--- config.mk ---
export PLATFORM = sky130hd
export DESIGN_NAME = udp_tx_arbiter
export DESIGN_NICKNAME = d
export VERILOG_FILES = /design/src/rtl/udp_tx_arbiter.sv
export SDC_FILE = /design/constraint.sdc
export NUM_CORES = 1
export LEC_CHECK = 0
export CAP_MARGIN = 10
export CORE_AREA = 2 2 350 352
export CTS_CLUSTER_SIZE = 40
export DETAILED_ROUTE_END_ITERATION = 16
export DIE_AREA = 0 0 352 354
export PLACE_DENSITY = 0.3
export SLEW_MARGIN = 15
export SYNTH_ARGS = -nofsm -noshare
export SYNTH_HDL_FRONTEND = slang
export SYNTH_SLANG_ARGS = --single-unit
--- constraint.sdc ---
create_clock -name clk -period 4.2 [get_ports clk]
set_input_delay 0.84 -clock clk [delete_from_list [all_inputs] [get_ports clk]]
set_output_delay 0.84 -clock clk [all_outputs]
set_load 0.05 [all_outputs]
--- src/rtl/udp_tx_arbiter.sv ---
// rtl/udp_tx_arbiter.sv - round-robin frame arbiter feeding one 64-bit UDP TX port
// Optional stall watchdog with abort beat and DRAIN state: define UDP_TX_ARB_WATCHDOG_EN.
module udp_tx_arbiter #(
    parameter int N           = 4,
    parameter int DEFAULT_TTL = 64,
    parameter int TIMEOUT     = 1024
) (
    input  logic              clk,
    input  logic              rst_n,
    input  logic [31:0]       local_ip,
    input  logic [N-1:0]      s_hdr_valid,
    output logic [N-1:0]      s_hdr_ready,
    input  logic [N*32-1:0]   s_dest_ip,
    input  logic [N*16-1:0]   s_source_port,
    input  logic [N*16-1:0]   s_dest_port,
    input  logic [N*16-1:0]   s_length,
    input  logic [N*64-1:0]   s_tdata,
    input  logic [N*8-1:0]    s_tkeep,
    input  logic [N-1:0]      s_tvalid,
    input  logic [N-1:0]      s_tlast,
    input  logic [N-1:0]      s_tuser,
    output logic [N-1:0]      s_tready,
    output logic              m_udp_hdr_valid,
    input  logic              m_udp_hdr_ready,
    output logic [5:0]        m_udp_ip_dscp,
    output logic [1:0]        m_udp_ip_ecn,
    output logic [7:0]        m_udp_ip_ttl,
    output logic [31:0]       m_udp_ip_source_ip,
    output logic [31:0]       m_udp_ip_dest_ip,
    output logic [15:0]       m_udp_source_port,
    output logic [15:0]       m_udp_dest_port,
    output logic [15:0]       m_udp_length,
    output logic [15:0]       m_udp_checksum,
    output logic [63:0]       m_udp_payload_axis_tdata,
    output logic [7:0]        m_udp_payload_axis_tkeep,
    output logic              m_udp_payload_axis_tvalid,
    input  logic              m_udp_payload_axis_tready,
    output logic              m_udp_payload_axis_tlast,
    output logic              m_udp_payload_axis_tuser,
    output logic [N-1:0]      grant,
    output logic              busy,
    output logic              timeout_err
);

    localparam int PW = (N > 1) ? $clog2(N) : 1;

    if (N < 2 || N > 8 || TIMEOUT < 1) begin : g_bad_config
        // Unsupported configuration: no logic is generated here.
    end

    typedef enum logic [1:0] {
        ST_IDLE,
        ST_HDR,
        ST_PAYLOAD
`ifdef UDP_TX_ARB_WATCHDOG_EN
        , ST_DRAIN
`endif
    } state_t;

    state_t        state_q, state_d;
    logic [PW-1:0] rr_ptr_q, rr_ptr_d;
    logic [PW-1:0] owner_q, owner_d;
    logic [N-1:0]  grant_q, grant_d;
    logic [31:0]   dest_ip_q, dest_ip_d;
    logic [15:0]   src_port_q, src_port_d;
    logic [15:0]   dst_port_q, dst_port_d;
    logic [15:0]   length_q, length_d;
`ifdef UDP_TX_ARB_WATCHDOG_EN
    logic [15:0]   stall_cnt_q, stall_cnt_d;
    logic          timeout_err_q, timeout_err_d;
`endif

    logic          pick_found;
    logic [PW-1:0] pick_idx;
    logic [PW:0]   scan_idx;
    logic [PW:0]   rr_inc;
    logic [PW-1:0] rr_next;

    logic          own_tvalid;
    logic          own_tlast;
    logic          own_tuser;
    logic [63:0]   own_tdata;
    logic [7:0]    own_tkeep;

    // Search starts at rr_ptr and wraps explicitly, so N need not be a power of two.
    always_comb begin
        pick_found = 1'b0;
        pick_idx   = '0;
        scan_idx   = '0;
        for (int k = 0; k < N; k++) begin
            scan_idx = {1'b0, rr_ptr_q} + (PW+1)'(k);
            if (scan_idx >= (PW+1)'(N)) begin
                scan_idx = scan_idx - (PW+1)'(N);
            end
            if (!pick_found && s_hdr_valid[scan_idx[PW-1:0]]) begin
                pick_found = 1'b1;
                pick_idx   = scan_idx[PW-1:0];
            end
        end
    end

    always_comb begin
        rr_inc  = {1'b0, owner_q} + (PW+1)'(1);
        rr_next = (rr_inc >= (PW+1)'(N)) ? '0 : rr_inc[PW-1:0];
    end

    always_comb begin
        own_tvalid = s_tvalid[owner_q];
        own_tlast  = s_tlast[owner_q];
        own_tuser  = s_tuser[owner_q];
        own_tdata  = s_tdata[64*int'(owner_q) +: 64];
        own_tkeep  = s_tkeep[8*int'(owner_q) +: 8];
    end

    always_comb begin
        state_d    = state_q;
        rr_ptr_d   = rr_ptr_q;
        owner_d    = owner_q;
        grant_d    = grant_q;
        dest_ip_d  = dest_ip_q;
        src_port_d = src_port_q;
        dst_port_d = dst_port_q;
        length_d   = length_q;
`ifdef UDP_TX_ARB_WATCHDOG_EN
        stall_cnt_d   = stall_cnt_q;
        timeout_err_d = 1'b0;
`endif
        s_hdr_ready               = '0;
        s_tready                  = '0;
        m_udp_hdr_valid           = 1'b0;
        m_udp_payload_axis_tvalid = 1'b0;
        m_udp_payload_axis_tdata  = '0;
        m_udp_payload_axis_tkeep  = '0;
        m_udp_payload_axis_tlast  = 1'b0;
        m_udp_payload_axis_tuser  = 1'b0;

        case (state_q)
            ST_IDLE: begin
                if (pick_found) begin
                    s_hdr_ready[pick_idx] = 1'b1;
                    owner_d               = pick_idx;
                    grant_d               = '0;
                    grant_d[pick_idx]     = 1'b1;
                    dest_ip_d             = s_dest_ip[32*int'(pick_idx) +: 32];
                    src_port_d            = s_source_port[16*int'(pick_idx) +: 16];
                    dst_port_d            = s_dest_port[16*int'(pick_idx) +: 16];
                    length_d              = s_length[16*int'(pick_idx) +: 16];
                    state_d               = ST_HDR;
                end
            end
            ST_HDR: begin
                m_udp_hdr_valid = 1'b1;
                if (m_udp_hdr_ready) begin
`ifdef UDP_TX_ARB_WATCHDOG_EN
                    stall_cnt_d = '0;
`endif
                    state_d = ST_PAYLOAD;
                end
            end
            ST_PAYLOAD: begin
`ifdef UDP_TX_ARB_WATCHDOG_EN
                if (stall_cnt_q == 16'(TIMEOUT)) begin
                    // Owner went quiet: terminate the frame downstream with an errored last beat.
                    m_udp_payload_axis_tvalid = 1'b1;
                    m_udp_payload_axis_tlast  = 1'b1;
                    m_udp_payload_axis_tuser  = 1'b1;
                    m_udp_payload_axis_tkeep  = 8'h01;
                    if (m_udp_payload_axis_tready) begin
                        timeout_err_d = 1'b1;
                        stall_cnt_d   = '0;
                        state_d       = ST_DRAIN;
                    end
                end else begin
`endif
                    m_udp_payload_axis_tvalid = own_tvalid;
                    m_udp_payload_axis_tdata  = own_tdata;
                    m_udp_payload_axis_tkeep  = own_tkeep;
                    m_udp_payload_axis_tlast  = own_tlast;
                    m_udp_payload_axis_tuser  = own_tuser;
                    s_tready[owner_q]         = m_udp_payload_axis_tready;
                    if (own_tvalid && m_udp_payload_axis_tready) begin
`ifdef UDP_TX_ARB_WATCHDOG_EN
                        stall_cnt_d = '0;
`endif
                        if (own_tlast) begin
                            state_d  = ST_IDLE;
                            grant_d  = '0;
                            rr_ptr_d = rr_next;
                        end
                    end
`ifdef UDP_TX_ARB_WATCHDOG_EN
                    else if (!own_tvalid) begin
                        stall_cnt_d = stall_cnt_q + 16'd1;
                    end
                end
`endif
            end
`ifdef UDP_TX_ARB_WATCHDOG_EN
            ST_DRAIN: begin
                s_tready[owner_q] = 1'b1;
                if (own_tvalid && own_tlast) begin
                    state_d  = ST_IDLE;
                    grant_d  = '0;
                    rr_ptr_d = rr_next;
                end
            end
`endif
            default: begin
                state_d = ST_IDLE;
                grant_d = '0;
            end
        endcase
    end

    always_ff @(posedge clk or negedge rst_n) begin
        if (!rst_n) begin
            state_q    <= ST_IDLE;
            rr_ptr_q   <= '0;
            owner_q    <= '0;
            grant_q    <= '0;
            dest_ip_q  <= '0;
            src_port_q <= '0;
            dst_port_q <= '0;
            length_q   <= '0;
`ifdef UDP_TX_ARB_WATCHDOG_EN
            stall_cnt_q   <= '0;
            timeout_err_q <= 1'b0;
`endif
        end else begin
            state_q    <= state_d;
            rr_ptr_q   <= rr_ptr_d;
            owner_q    <= owner_d;
            grant_q    <= grant_d;
            dest_ip_q  <= dest_ip_d;
            src_port_q <= src_port_d;
            dst_port_q <= dst_port_d;
            length_q   <= length_d;
`ifdef UDP_TX_ARB_WATCHDOG_EN
            stall_cnt_q   <= stall_cnt_d;
            timeout_err_q <= timeout_err_d;
`endif
        end
    end

    assign m_udp_ip_dscp      = 6'd0;
    assign m_udp_ip_ecn       = 2'd0;
    assign m_udp_ip_ttl       = 8'(DEFAULT_TTL);
    assign m_udp_ip_source_ip = local_ip;
    assign m_udp_ip_dest_ip   = dest_ip_q;
    assign m_udp_source_port  = src_port_q;
    assign m_udp_dest_port    = dst_port_q;
    assign m_udp_length       = length_q;
    assign m_udp_checksum     = 16'd0;
    assign grant              = grant_q;
    assign busy               = (state_q != ST_IDLE);

`ifdef UDP_TX_ARB_WATCHDOG_EN
    assign timeout_err = timeout_err_q;
`else
    assign timeout_err = 1'b0;
`endif

endmodule

==> summary.txt <==
Worst setup path
  • R2r setup slk: ~1.5 ns
  • Critical Path Fanout Max: 16
  • Critical path data required time: 3.36 ns
  • Startpoint Class: flip-flop
  • Depth of the worst register-to-register path: 6
  • Crit path capture type: output port
  • Worst r2r src: rr_ptr_q[1]$_DFFE_PN0P_
  • RR Endpoint: m_udp_dest_port[14]$_DFFE_PN0P_
  • Crit-path cells: buf_4, mux4_2, and2_1, clkdlybuf4s50_1
  • CP Class: flip-flop to output port
  • Max stage delay on crit path: 0.72 ns
  • Worst path slowest cell: clkdlybuf4s50_1
  • WP data arrival: a little over 3 ns

Logic synthesis
  • Post-synth cell types: 39
  • Leading area contributor after synthesis: dfrtp_1
  • Count leader, synth: dfrtp_1
  • Syn_area_per_cell: 10.26 um2
  • Post-synth top cells: 90 x dfrtp_1, 87 x nor2_1, 85 x nand2_1
  • Netlist Area Pre-Place: 0.007980 mm2
  • Number of synthesized flops with an enable pin: 0
  • Top FF cell, synth: dfrtp_1
  • Cells after Synth: 778
  • Sequential cell area fraction in the yosys report: between 20 and 30%
  • Synth Warn #: 0
  • Post-synth ARST share: 100.0%
  • Synth top area share: 28.22%
  • Top post-synthesis cells by area: dfrtp_1 28%, mux4_2 21%, a222oi_1 10%, buf_4 7.2%, a31oi_1 6.3%
  • FF+latch count, synth: 90

Clock tree
  • Max clock buf depth: 2
  • Postcts setup bufs: 0
  • CTS tree: built
  • Clock slew seen by the registers of the worst setup and hold paths: ~0.08 ns
  • Root buffer cell: clkbuf_16
  • Clock sink count: 90
  • H-tree levels: 3
  • Hold-fix buffers at CTS: 0
  • Post_cts resized: 0
  • Clock Latency Late Sink: ~0.40 ns
  • TritonCTS buffer count: 9

Timing
  • RSZ-0062 raised after global routing: no
  • Fin worst setup slack: 0.3065 ns
  • Post-route clock period utilization: a little over 90%
  • Fmax: 256.8 MHz
  • Slew Viols, Final: 0
  • Hold Fails Final Rpt: 0
  • Slew HR: a little under two fifths
  • Setup violations, final: 0
  • Worst slew pin tran: around 0.92 ns
  • Fin crit period: 3.894 ns
  • Clock Skew: approximately 0.014 ns
  • Setup TNS Final: 0 ns

Floorplanning
  • # IOs: around 900
  • Die area: between 0.1 and 0.15 mm2
  • Initial core utilization: roughly 6.6%
  • Die X: roughly 350 um
  • Die height: 354 um
  • Core area: 0.1209 mm2
  • FP Rows: 128

GRT
  • Initial antenna violation count: 44
  • Vias in the first global route: 10,464
  • GR Overflow Total: 0
  • Largest net degree at the start of global routing: roughly 140
  • First-pass GRT wire length: 89,180 um
  • Total Routing Usage GR: 10.36%

Worst hold path
  • HP Class: input port to asynchronous set/reset pin

Layout
  • Layout cell share with drive strength beyond 1: 9.133%
  • Final cell count without fillers: roughly 3,100
  • Fin nets: 2,159
  • Post-route design area: 0.01761 mm2
  • Synth-to-layout area growth: 120.7%

Status
  • Status: completed

Place
  • Placed Cells: 3,109
  • Post-placement worst setup slack: 0.3364 ns
  • Port-buffer cells: 796
  • RD Place Congestion: approximately 0.9
  • Placed inst area: 0.01724 mm2
  • Hpwl dp: between 50,000 and 60,000 um

Route
  • Routed len/inst: about 21 um
  • Drt drc: 0
  • Initial drt markers: 683
  • Post-detailed-routing wire length: 67,120 um
  • Vias: just under 10,000
  • Via/cell ratio: 3.124
  • Initial DRT Pass Iterations: 8
  • Post-route ant nets: 0

Pwr
  • Tot Pwr: between 10 and 15 mW
  • LEAKAGE: 5.942 nW
  • Cell Pwr Density: 583.1 mW/mm2
  • Switching share of power: 53.52%
  • Clock network fraction of design power: under 10%
  • Combinational power share: 74.1%
  • Psw: 5.497 mW
  • Seq pwr share: 16.6%
  • Pint: 4.775 mW
  • Max IR drop VDD: about 0.41 mV

Job
  • Max-cap viol count: 0
-- per-layer routing --
layer / global-route usage [%] / routed length [um] / vias up
met4: 2.833 / 1656 / 26
li1: - / - / 4376
met3: 4.686 / 6649 / 101
met1: 11.53 / 26120 / 4765
met5: 0 / 174 / -
met2: 17.76 / 32510 / 557
-- per-stage QoR --
| stage | utilization [%] | hold WS (ns) |
|---|---|---|
| after detailed placement | 14.26 | 0.4688 |
| after floorplan | - | 0.5444 |
| final | 14.57 | 0.4612 |
| after global routing | 14.53 | 0.4722 |
| after CTS | 14.53 | 0.4639 |
| after global placement | 14.26 | 0.4686 |
-- cells by family (layout without fill, tap and decap cells) --
logic type                 after synthesis  after routing  share of synthesized area, %
other                                    2             53                       0.09411
muxes                                   76             76                         21.31
buffers and inverters                  153            844                         15.49
AOI/OAI and AO/OA                      185            185                         18.49
DFF                                     90             90                         28.22
adders and majority gates                4              4                        0.6272
and+or+nand+nor                        268            268                         15.77
-- worst max-delay path, delay by kind of cell (launching register included) --
family	cells	cell delay (ns)
and+or+nand+nor	1	0.20
muxes	1	0.64
DFF	1	0.69
buffers and inverters	2	1.09
-- power by group through the flow --
| stage | sequential [mW] | clock (mW) | combinational [mW] |
|---|---|---|---|
| after CTS | 1.72 | 1.06 | 7.82 |
| after floorplan | 3.00 | 0 | 3.65 |
| final | 1.70 | 0.963 | 7.61 |
| after detailed placement | 1.74 | 0 | 7.79 |
| after global placement | 1.72 | 0 | 7.81 |
| after global routing | 1.78 | 1.07 | 8.13 |
-- state kept, by name, summed over array words and instances, names as in the netlist --
name	cells
m_udp_ip_dest_ip	32
owner_q	2
m_udp_source_port	16
m_udp_dest_port	16
rr_ptr_q	2
grant	4
state_q	2
m_udp_length	16
-- worst max path at each step --
stage / from / endpoint / slack (ns)
final: owner_q[0]$_DFFE_PN0P_ / m_udp_payload_axis_tdata[7] / 0.31
after global routing: owner_q[0]$_DFFE_PN0P_ / m_udp_payload_axis_tdata[7] / 0.17
after CTS: owner_q[0]$_DFFE_PN0P_ / m_udp_payload_axis_tdata[7] / 0.20
after detailed placement: s_tdata[61] / m_udp_payload_axis_tdata[61] / 0.34
after global placement: s_tdata[61] / m_udp_payload_axis_tdata[61] / 0.29
after floorplan: s_hdr_valid[0] / s_hdr_ready[3] / 1.31
-- area by class of cell --
cell class	instances	area (um2)
Tap cell	1625	2033
Antenna cell	20	50.05
Inverter	7	26.28
Timing Repair Buffer	821	8280
Clock buffer	11	232.7
Fill cell	13659	103300
Sequential cell	90	2260
Multi-Input combinational cell	566	4644
Clock inverter	5	87.58
-- layout by cell type (no fill, tap or decap), drive strengths merged, types with 6 or more instances in the layout --
master,netlist,routed
clkdlybuf4s50,0,786
clkbuf,25,11
and3,6,6
nor2,87,87
inv,7,8
diode,0,20
a31oi,80,80
dfrtp,90,90
o21ai,7,7
nand2,85,85
and2,78,78
mux4,75,75
conb,2,33
buf,120,35
a222oi,80,80
No activity file was read; power rests on OpenSTA's default activity.
==> edit 1 (same flow settings) <==
The option `UDP_TX_ARB_WATCHDOG_EN` is turned on by a define.
--- a/src/rtl/udp_tx_arbiter.sv
+++ b/src/rtl/udp_tx_arbiter.sv
@@ -1,5 +1,7 @@
 // rtl/udp_tx_arbiter.sv - round-robin frame arbiter feeding one 64-bit UDP TX port
 // Optional stall watchdog with abort beat and DRAIN state: define UDP_TX_ARB_WATCHDOG_EN.
+`define UDP_TX_ARB_WATCHDOG_EN
+
 module udp_tx_arbiter #(
     parameter int N           = 4,
     parameter int DEFAULT_TTL = 64,
Check against the original RTL: not settled (the Yosys comparison gave no result); the edit may change what the design does.
==> edit 1 against the original RTL <==
  * Synthesized cell count increased by 38%
  * Final cell count increased by 9.1%
  * Worst setup slack lost 0.040 ns
  * Design area rose by 14%
  * Count of clock-buffer cells in the layout shrank 2
  * Sequential cell count rose by 17
  * Global-route usage up 1.2 points
  * Area after synthesis increased by 25%
  * Wire length grew 11%
  * First-iteration DRC count down 10%
  * Power up 20%
  * Clock power up 9%
  * Highest routed layer unchanged
==> edit 1: results (changes against the original RTL) <==
M1 GR Usage: 13.78% (+2.2 points)
First-pass GRT wire length: 101,700 µm (+14%)
Number of global-route vias before repair: 12.58k (+20%)
CP Max Fanout: 5 (-11)
Post-Synth Adder-Cell Area: 1.253% (+0.63 points)
Arr. time, crit path: 3.09 ns (+0.04 ns)
Combinational Power Share: 76.4% (+2.3 points)
Post-synthesis mux area share: 25.60% (+4.3 points)
Crit path capture: m_udp_payload_axis_tkeep[0]
Dpl ws: 0.5476 ns (+0.2113 ns)
Setup slack, reg-to-reg: 1.32 ns (-0.21 ns)
Synth cell count leaders: a211oi_1, dfrtp_1, nor2_1
Fillers: 13.58k (-0.61%)
Seq group: 1.86 mW (+9%)
Critical Path Source: stall_cnt_q[0]
Post-synthesis compound-gate area fraction: 16.40% (-2.1 points)
Synth area leaders: dfrtp_1, mux4_2, a211oi_1
Met2 routed WL: 37,660 µm (+16%)
Leak: 7.403 nW (+25%)
Crit path largest cell delay: 0.90 ns (+0.18 ns)
M1 wire length: 30,580 µm (+17%)
Psw: 6.804 mW (+24%)
Comb power: 9.44 mW (+24%)
Status: complete, no violations
Met3 Use GR: 3.340% (-1.3 points)
Sequential fraction of the synthesis area: 26.82% (-1.4 points)
Max Clock Skew: 0.01428 ns (-0.00006120 ns)
Maximum VDD drop: 0.2827 mV (-31%)
Antenna violations before repair: 16 (-64%)
Synth unique cells: 49 (+26%)
DP Area: 19,790 µm² (+15%)
Port bufs: 797 (+0.13%)
Dpl hpwl: 61,090 µm (+6.7%)
Mean post-synth cell area: 9.305 µm² (-9.3%)
Initial DRC count: 615 (-10%)
## edit 1: changes by cell type after synthesis, sizes merged, moves of 79 or more
cell	unedited run	this run
a211oi	0	165
a222oi	80	0
nor4	1	87
mux2i	0	81
a31oi	80	1
inv	7	91
## edit 1: worst register-to-register path, stage by stage, from the launching register on
cell and delay, ns:
dfrtp_4 0.81, buf_4 0.41, mux4_2 0.44, nand2_1 0.22, a21oi_1 0.11, o21ai_1 0.41, mux2_1 0.37
## edit 1: area by class of cell
| cell class | count | area, µm² | area share [%] |
|---|---|---|---|
| Inverter | 91 | 341.6 | 1.697 |
| Clock buffer | 9 | 225.2 | 1.119 |
| Antenna cell | 5 | 12.51 | 0.06217 |
| Multi-Input combinational cell | 740 | 6254 | 31.07 |
| Tap cell | 1625 | 2033 | 10.10 |
| Clock inverter | 7 | 98.84 | 0.4911 |
| Timing Repair Buffer | 846 | 8477 | 42.12 |
| Sequential cell | 107 | 2685 | 13.34 |
==> edit 2 (config.mk and constraints unchanged) <==
Without the edit above. Reset style: synchronous (`rst_n`), changed in one clocked block.
--- a/src/rtl/udp_tx_arbiter.sv
+++ b/src/rtl/udp_tx_arbiter.sv
@@ -212,7 +212,7 @@
         endcase
     end
 
-    always_ff @(posedge clk or negedge rst_n) begin
+    always_ff @(posedge clk) begin
         if (!rst_n) begin
             state_q    <= ST_IDLE;
             rr_ptr_q   <= '0;
Function: changed (Yosys sat finds a counterexample within 4 cycles, from zero or initial values and one cycle with rst_n low; the reset may be asserted at any time).
==> edit 2 against the original RTL <==
  * Area after synthesis is 14% higher
  * Wire length rose by 17%
  * Clock skew decreased by 0.0048 ns
  * Sequential cell count unchanged
  * Final cell count is 5.2% higher
  * Design area is 8.8% higher
  * Utilization grew 1.3 points
  * Worst setup slack lost 0.052 ns
  * Critical path depth unchanged
  * Highest routed layer unchanged
Power is not compared: it rests on default switching activity, and its combinational part moved more than twofold at a synthesized area within 25%.
==> edit 2: results (changes against the original RTL) <==
Placed Cells: 3,289 (+5.8%)
Worst-Margin Slew: 0.8238 ns (-0.1008 ns)
Arr. time, crit path: 3.11 ns (+0.06 ns)
Reg-to-Reg End: m_udp_ip_dest_ip[22]
Worst Hold Class: reg -> reg
CP Max Fanout: 4 (-12)
Nets: 2,339 (+8.3%)
Post-synthesis mux area share: 27.74% (+6.4 points)
Dpl hpwl: 64,570 µm (+13%)
Final GP Congestion: 0.8010 (-11%)
Status: complete, no violations
Synth area leaders: dfxtp_1, mux4_2, mux2i_1
Antenna violations before repair: 30 (-32%)
Synth unique cells: 47 (+21%)
Pin count of the biggest net entering global routing: 81 (-40%)
Count of non-CTS buffers in the layout: 846 (+3.0%)
Ys async rst share: 0% (-100 points)
Top_reg_cell synth: dfxtp_1
Crit path capture: m_udp_payload_axis_tvalid
Hold Worst Slack: 0.4717 ns (+0.01052 ns)
Final wirelength: 78,470 µm (+17%)
Number of global-route vias before repair: 12.29k (+17%)
Fillers: 13.56k (-0.71%)
Post-synthesis compound-gate area fraction: 22.82% (+4.3 points)
Clock buffer count: 12 (+1)
First drt pass iteration count: 5 (-3)
Sequential fraction of the synthesis area: 19.76% (-8.5 points)
Share of cells above drive strength 1: 10.65% (+1.5 points)
Mean post-synth cell area: 9.353 µm² (-8.8%)
## edit 2: changes by cell type after synthesis, sizes merged, moves of 80 or more
| cell | change |
|---|---|
| dfxtp | +90 |
| a31oi | -80 |
| a222oi | -80 |
| dfrtp | -90 |
| nand4 | +81 |
| a211o | +80 |
| mux2i | +84 |
## edit 2: kinds of logic after synthesis
kind of cell / after synthesis
buffers and inverters: 193
muxes: 159
adders and majority gates: 4
AOI/OAI and AO/OA: 256
other: 2
and+or+nand+nor: 271
DFF: 90
## edit 2: worst max-delay path, delay by kind of cell
kind                   cells  cell delay [ns]
and+or+nand+nor            1             0.23
muxes                      1             0.68
buffers and inverters      2             1.32
## edit 2: metal layers
layer  track usage [%]  vias up  routed length [µm]
met4             2.086        8                1160
met1             13.34     5664               30320
met5                 0        -                  50
li1                  -     5138                   -
met2             22.76      569               41440
met3             3.732       81                5504
## edit 2: what timing repair did
item,CTS,global route
endpoints found under the setup margin,1,0
gates resized for setup,1,0
hold buffers,0,0
